File: src/rtl/gfx_pkg.sv
// rtl/gfx_pkg.sv - shared graphics constants, fill-rect FSM states and pixel packing
// Purpose : common definitions for the fill-rect generation engine and its clipper.
// Contents: screen/address defaults, pixel width, FSM state encoding, pack_pixel().
package gfx_pkg;

  localparam int SCREEN_W_DEF = 640;
  localparam int SCREEN_H_DEF = 480;
  localparam int ADDR_W_DEF   = 19;
  localparam int PIX_W        = 12;

  typedef enum logic [1:0] {
    ST_IDLE  = 2'd0,
    ST_SETUP = 2'd1,
    ST_EMIT  = 2'd2,
    ST_DONE  = 2'd3
  } gen_state_e;

  // 4:4:4 colour packed as {r,g,b}
  function automatic logic [PIX_W-1:0] pack_pixel(input logic [3:0] r,
                                                   input logic [3:0] g,
                                                   input logic [3:0] b);
    return {r, g, b};
  endfunction

endpackage

File: src/rtl/fill_rect_clip.sv
// rtl/fill_rect_clip.sv - combinational screen clipping of a fill-rect command
// Purpose : derives exclusive end coordinates clipped to the screen and an empty flag.
// Ports   : i_origx/i_origy/i_wid/i_hgt (16b latched command fields)
//           o_x_end/o_y_end (17b exclusive clipped ends), o_empty (no pixels to draw)
module fill_rect_clip
  import gfx_pkg::*;
#(
  parameter int SCREEN_W = SCREEN_W_DEF,
  parameter int SCREEN_H = SCREEN_H_DEF
) (
  input  logic [15:0] i_origx,
  input  logic [15:0] i_origy,
  input  logic [15:0] i_wid,
  input  logic [15:0] i_hgt,
  output logic [16:0] o_x_end,
  output logic [16:0] o_y_end,
  output logic        o_empty
);

  localparam logic [16:0] W_LIM = 17'(SCREEN_W);
  localparam logic [16:0] H_LIM = 17'(SCREEN_H);

  // 17-bit sums so origin+size never wraps before the clamp
  logic [16:0] w_sum_x;
  logic [16:0] w_sum_y;

  assign w_sum_x = {1'b0, i_origx} + {1'b0, i_wid};
  assign w_sum_y = {1'b0, i_origy} + {1'b0, i_hgt};

  assign o_x_end = (w_sum_x > W_LIM) ? W_LIM : w_sum_x;
  assign o_y_end = (w_sum_y > H_LIM) ? H_LIM : w_sum_y;

  assign o_empty = (i_wid == 16'd0) || (i_hgt == 16'd0) ||
                   ({1'b0, i_origx} >= W_LIM) || ({1'b0, i_origy} >= H_LIM);

endmodule

File: src/rtl/fill_rect_gen_engine.sv
// rtl/fill_rect_gen_engine.sv - raster fill-rect pixel write generator
// Purpose : accepts one fill-rect command, clips it to the screen and emits one
//           framebuffer write per arbiter handshake, row by row, left to right.
// Ports   : clk, rst_ (async active-low)
//           cmd_rts/cmd_rtr + cmd_origx/origy/wid/hgt/r/g/b : command in
//           arb_rts/arb_rtr + arb_addr/arb_data              : pixel writes out
//           gen_busy (command in flight), gen_done (completion pulse)
module fill_rect_gen_engine
  import gfx_pkg::*;
#(
  parameter int SCREEN_W = SCREEN_W_DEF,
  parameter int SCREEN_H = SCREEN_H_DEF,
  parameter int ADDR_W   = ADDR_W_DEF
) (
  input  logic              clk,
  input  logic              rst_,
  input  logic              cmd_rts,
  output logic              cmd_rtr,
  input  logic [15:0]       cmd_origx,
  input  logic [15:0]       cmd_origy,
  input  logic [15:0]       cmd_wid,
  input  logic [15:0]       cmd_hgt,
  input  logic [3:0]        cmd_r,
  input  logic [3:0]        cmd_g,
  input  logic [3:0]        cmd_b,
  output logic              arb_rts,
  input  logic              arb_rtr,
  output logic [ADDR_W-1:0] arb_addr,
  output logic [PIX_W-1:0]  arb_data,
  output logic              gen_busy,
  output logic              gen_done
);

  localparam logic [ADDR_W-1:0] PITCH = ADDR_W'(SCREEN_W);

  gen_state_e        r_state;
  gen_state_e        w_next_state;

  logic [15:0]       r_origx;
  logic [15:0]       r_origy;
  logic [15:0]       r_wid;
  logic [15:0]       r_hgt;
  logic [PIX_W-1:0]  r_color;
  logic [15:0]       r_x;
  logic [15:0]       r_y;
  logic [ADDR_W-1:0] r_row_base;
  logic [ADDR_W-1:0] r_arb_addr;
  logic [PIX_W-1:0]  r_arb_data;

  logic [16:0]       w_x_end;
  logic [16:0]       w_y_end;
  logic              w_empty;
  logic              w_cmd_xfc;
  logic              w_arb_xfc;
  logic              w_x_last;
  logic              w_last;
  logic [15:0]       w_x_inc;
  logic [ADDR_W-1:0] w_row0;

  fill_rect_clip #(
    .SCREEN_W (SCREEN_W),
    .SCREEN_H (SCREEN_H)
  ) u_clip (
    .i_origx (r_origx),
    .i_origy (r_origy),
    .i_wid   (r_wid),
    .i_hgt   (r_hgt),
    .o_x_end (w_x_end),
    .o_y_end (w_y_end),
    .o_empty (w_empty)
  );

  // Handshake-style outputs are pure state decodes, so reset forces them at once
  assign cmd_rtr  = (r_state == ST_IDLE);
  assign arb_rts  = (r_state == ST_EMIT);
  assign gen_busy = (r_state != ST_IDLE);
  assign gen_done = (r_state == ST_DONE);
  assign arb_addr = r_arb_addr;
  assign arb_data = r_arb_data;

  assign w_cmd_xfc = cmd_rts & cmd_rtr;
  assign w_arb_xfc = arb_rts & arb_rtr;
  assign w_x_inc   = r_x + 16'd1;
  assign w_x_last  = ({1'b0, r_x} == (w_x_end - 17'd1));
  assign w_last    = w_x_last && ({1'b0, r_y} == (w_y_end - 17'd1));
  // The only multiply: start-of-row address for the first row
  assign w_row0    = ADDR_W'(32'(r_origy) * 32'(SCREEN_W));

  always_ff @(posedge clk or negedge rst_) begin
    if (!rst_) r_state <= ST_IDLE;
    else       r_state <= w_next_state;
  end

  always_comb begin
    w_next_state = r_state;
    case (r_state)
      ST_IDLE:  if (w_cmd_xfc) w_next_state = ST_SETUP;
      ST_SETUP: w_next_state = w_empty ? ST_DONE : ST_EMIT;
      ST_EMIT:  if (w_arb_xfc && w_last) w_next_state = ST_DONE;
      ST_DONE:  w_next_state = ST_IDLE;
      default:  w_next_state = ST_IDLE;
    endcase
  end

  always_ff @(posedge clk or negedge rst_) begin
    if (!rst_) begin
      r_origx    <= '0;
      r_origy    <= '0;
      r_wid      <= '0;
      r_hgt      <= '0;
      r_color    <= '0;
      r_x        <= '0;
      r_y        <= '0;
      r_row_base <= '0;
      r_arb_addr <= '0;
      r_arb_data <= '0;
    end else begin
      case (r_state)
        ST_IDLE: begin
          if (w_cmd_xfc) begin
            r_origx <= cmd_origx;
            r_origy <= cmd_origy;
            r_wid   <= cmd_wid;
            r_hgt   <= cmd_hgt;
            r_color <= pack_pixel(cmd_r, cmd_g, cmd_b);
          end
        end
        ST_SETUP: begin
          if (!w_empty) begin
            r_x        <= r_origx;
            r_y        <= r_origy;
            r_row_base <= w_row0;
            r_arb_addr <= w_row0 + ADDR_W'(r_origx);
            r_arb_data <= r_color;
          end
        end
        ST_EMIT: begin
          // Address is precomputed for the next pixel so it is registered and
          // already valid in the cycle after each accepted write (no bubbles)
          if (w_arb_xfc && !w_last) begin
            if (!w_x_last) begin
              r_x        <= w_x_inc;
              r_arb_addr <= r_row_base + ADDR_W'(w_x_inc);
            end else begin
              r_x        <= r_origx;
              r_y        <= r_y + 16'd1;
              r_row_base <= r_row_base + PITCH;
              r_arb_addr <= r_row_base + PITCH + ADDR_W'(r_origx);
            end
          end
        end
        default: ;
      endcase
    end
  end

endmodule

File: config.mk
export PLATFORM = sky130hd
export DESIGN_NAME = fill_rect_gen_engine
export DESIGN_NICKNAME = d
export VERILOG_FILES = /design/src/rtl/gfx_pkg.sv /design/src/rtl/fill_rect_clip.sv /design/src/rtl/fill_rect_gen_engine.sv
export SDC_FILE = /design/constraint.sdc
export NUM_CORES = 1
export LEC_CHECK = 0
export ABC_AREA = 0
export CAP_MARGIN = 20
export CORE_UTILIZATION = 55
export DETAILED_ROUTE_END_ITERATION = 6
export PLACE_DENSITY = 0.77
export SLEW_MARGIN = 30
export SYNTH_ARGS = -nofsm -noshare
export SYNTH_HDL_FRONTEND = slang
export SYNTH_SLANG_ARGS = --single-unit
File: constraint.sdc
create_clock -name clk -period 6.8 [get_ports clk]
set_clock_uncertainty 0.1 [all_clocks]
set_input_delay 1.36 -clock clk [delete_from_list [all_inputs] [get_ports clk]]
set_output_delay 1.36 -clock clk [all_outputs]
set_load 0.03 [all_outputs]
==> impl_metrics.ini <==
[setup_path]
cp_top_family = compound AO/OA/AOI/OAI gates
critPathMaxFanout = 13
critPathKind = flip-flop to flip-flop
worstReg2RegEnd = arb_addr[8]
crit_chain = ha_1 > fa_1 > a21o_1 > a221oi_4 > nor4_2 > a211oi_1 > mux2_2 > or4_4 > nor2_1 > nand2_1 > ha_1 > a221o_1 > a22oi_1 > o221ai_1 > nand4_1 > a21boi_0 > and4_1 > buf_4 > mux2i_1 > mux2i_1 > mux2_2
cp-end-kind = flip-flop
r2r-start = r_origx[0]
crit_arrival_ns = 6.54
rr_worst_depth = 21
start_kind = flip-flop
worst-r2r-setup-slack_ns = 0.47
slowest_stage = or4_4
required_ns = 7.01
max_stage_delay_ns = 0.57
crit_buf_inv = 1

[cells_and_area]
layout_commonest_cell = dfrtp_1
layout-drive-gt1-share = 0.1300
fin_nets = 1557
most-common-layout-cells = dfrtp_1, clkdlybuf4s50_1, mux2_2
syn_to_final_growth_pct = 15.62
diodes = 0

[logic_synthesis]
synth_area_um2 = 12090
synth_edf_count = 0
ys.flop_type = dfrtp_1
ys_ff_latch = 152
synth_area_per_cell_um2 = 9.258
syn_inst = 1306
synth_warnings = 0
ys_seq_area_frac = 0.3146
synthArstFlopShare = 1.000
syn-num-nets = 1476
ys_types = 82

[floorplan]
ioPinCount = 115
fp.coreArea_um2 = 21290
die_y_um = 150.3
rows = 53
die-area_um2 = 22580
start_util = 0.5680
die_w_um = 150.3

[sta]
hold_viol_final = 0
fmax_mhz = 157.9
setup_viol = 0
timing.max_slew.rel_slack = 0.4629
min_period_over_period = 0.9313
tightest_slew_ns = 0.8037
drv_slew = 0
finalSetupTns_ns = 0
period_minus_slack_ns = 6.333
rsz0062_at_grt = false

[clocking]
post_cts_resized = 0
cts.sinks = 152
cts_root_buf = clkbuf_16
cts_tree = built
hold_buffers = 0
h-tree-depth = 4
postCtsSetupBuffers = 0
clk_latency_ns = 0.44
clk_pin_slew_ns = 0.07
numCtsBuffers = 17
clock_path_buffers = 2

[global_route]
grt_pass1_vias = 10176
grt_antenna_before_repair = 0
grt_pass1_wl_mm = 52.42
grt_usage = 0.2977
overflow = 0
grt_max_degree = 99

[routing]
viasPerCell = 6.248
route.met3.wl_mm = 2.167
met1Wirelength_mm = 14.52
wire_per_inst_um = 19.25
met2RoutedLength_mm = 14.62
top_layer_used = met4
drtAntennaViolNets = 0
drt_pass1_iterations = 7
num_vias = 10465
wirelength_mm = 32.25
drtIter0Drc = 882
drc = 0

[worst_hold_path]
min_from = arb_addr[13]
worstHoldPathCells = 1
hold-path-endpoint = arb_addr[13]
hold_path_class = flip-flop to flip-flop

[placement]
gp_congestion = 0.9290
dpl.hpwl_mm = 24.04
port_buffers = 114

[outcome]
status = completed

[flow_run]
drv_cap = 0
## synth_stat cells, types with 26 or more instances
cell type,number,area (um^2)
dfrtp_1,152,3804
xor2_1,26,227.7
mux2_2,104,1171
and3_1,30,187.7
xnor2_1,70,613.1
ha_1,86,1076
inv_1,55,206.5
nand2_1,71,266.5
mux2i_1,34,340.3
nand3_1,36,180.2
o21ai_0,52,260.3
nor2_1,89,334.1
clkbuf_1,41,153.9
a21oi_1,79,395.4
## metrics by stage
step	setup slack (ns)	instances	cell area, um^2	util	hold WS (ns)
6_report	0.4674	1675	13980	0.6568	0.3902
5_1_grt	0.03255	1675	13980	0.6568	0.4209
4_1_cts	0.4988	1675	13970	0.6563	0.3986
3_5_place_dp	0.5591	1643	13410	0.6300	0.3844
3_3_place_gp	0.6936	1643	13410	0.6300	0.3750
2_1_floorplan	1.282	1306	12090	-	0.3749
## worst max path at each step
stage	startpoint	to	slack [ns]	cells after the start
floorplan	r_origx[0]	r_y[12]	1.28	23
global placement	r_origx[0]	arb_addr[7]	0.69	21
detailed placement	r_origx[0]	arb_addr[8]	0.56	22
CTS	r_origx[0]	arb_addr[8]	0.50	22
global route	r_origx[0]	arb_addr[8]	0.03	22
finish	r_origx[0]	arb_addr[8]	0.47	21
## final cells by class
cell class	instances	area (um^2)
Clock inverter	14	128.9
Sequential cell	152	3804
Multi-Input combinational cell	1031	7802
Timing Repair Buffer	127	1255
Clock buffer	18	429.2
Tap cell	275	344.1
Inverter	58	217.7
Fill cell	1725	7306
## cells by family (layout without fill, tap and decap cells)
group           Yosys count  count (layout)  share of synthesized area
fa+ha+maj                90              90                    0.09561
mux                     138             138                     0.1250
buf+inv                 123             217                    0.04418
flops                   152             152                     0.3146
compound gates          333             333                     0.1901
simple gates            373             373                     0.1607
xor+xnor                 96              96                    0.06954
other cells               1               1                  0.0003101
## flip-flops by register name, indices dropped and copies added, names as in the netlist, 16 cells and up
| signal | count |
|---|---|
| arb_addr | 18 |
| r_hgt | 16 |
| r_origx | 16 |
| r_origy | 16 |
| r_wid | 16 |
| r_x | 16 |
| r_y | 16 |
## per-layer routing
metal  global-route usage  vias up
met5                    0        -
met4               0.1131        0
met3              0.05364       67
met2               0.4680      374
met1               0.4061     5011
li1                     -     5013
Power is not shown: default switching activity piles up to over one toggle a cycle in this logic, so the estimate is an artifact.
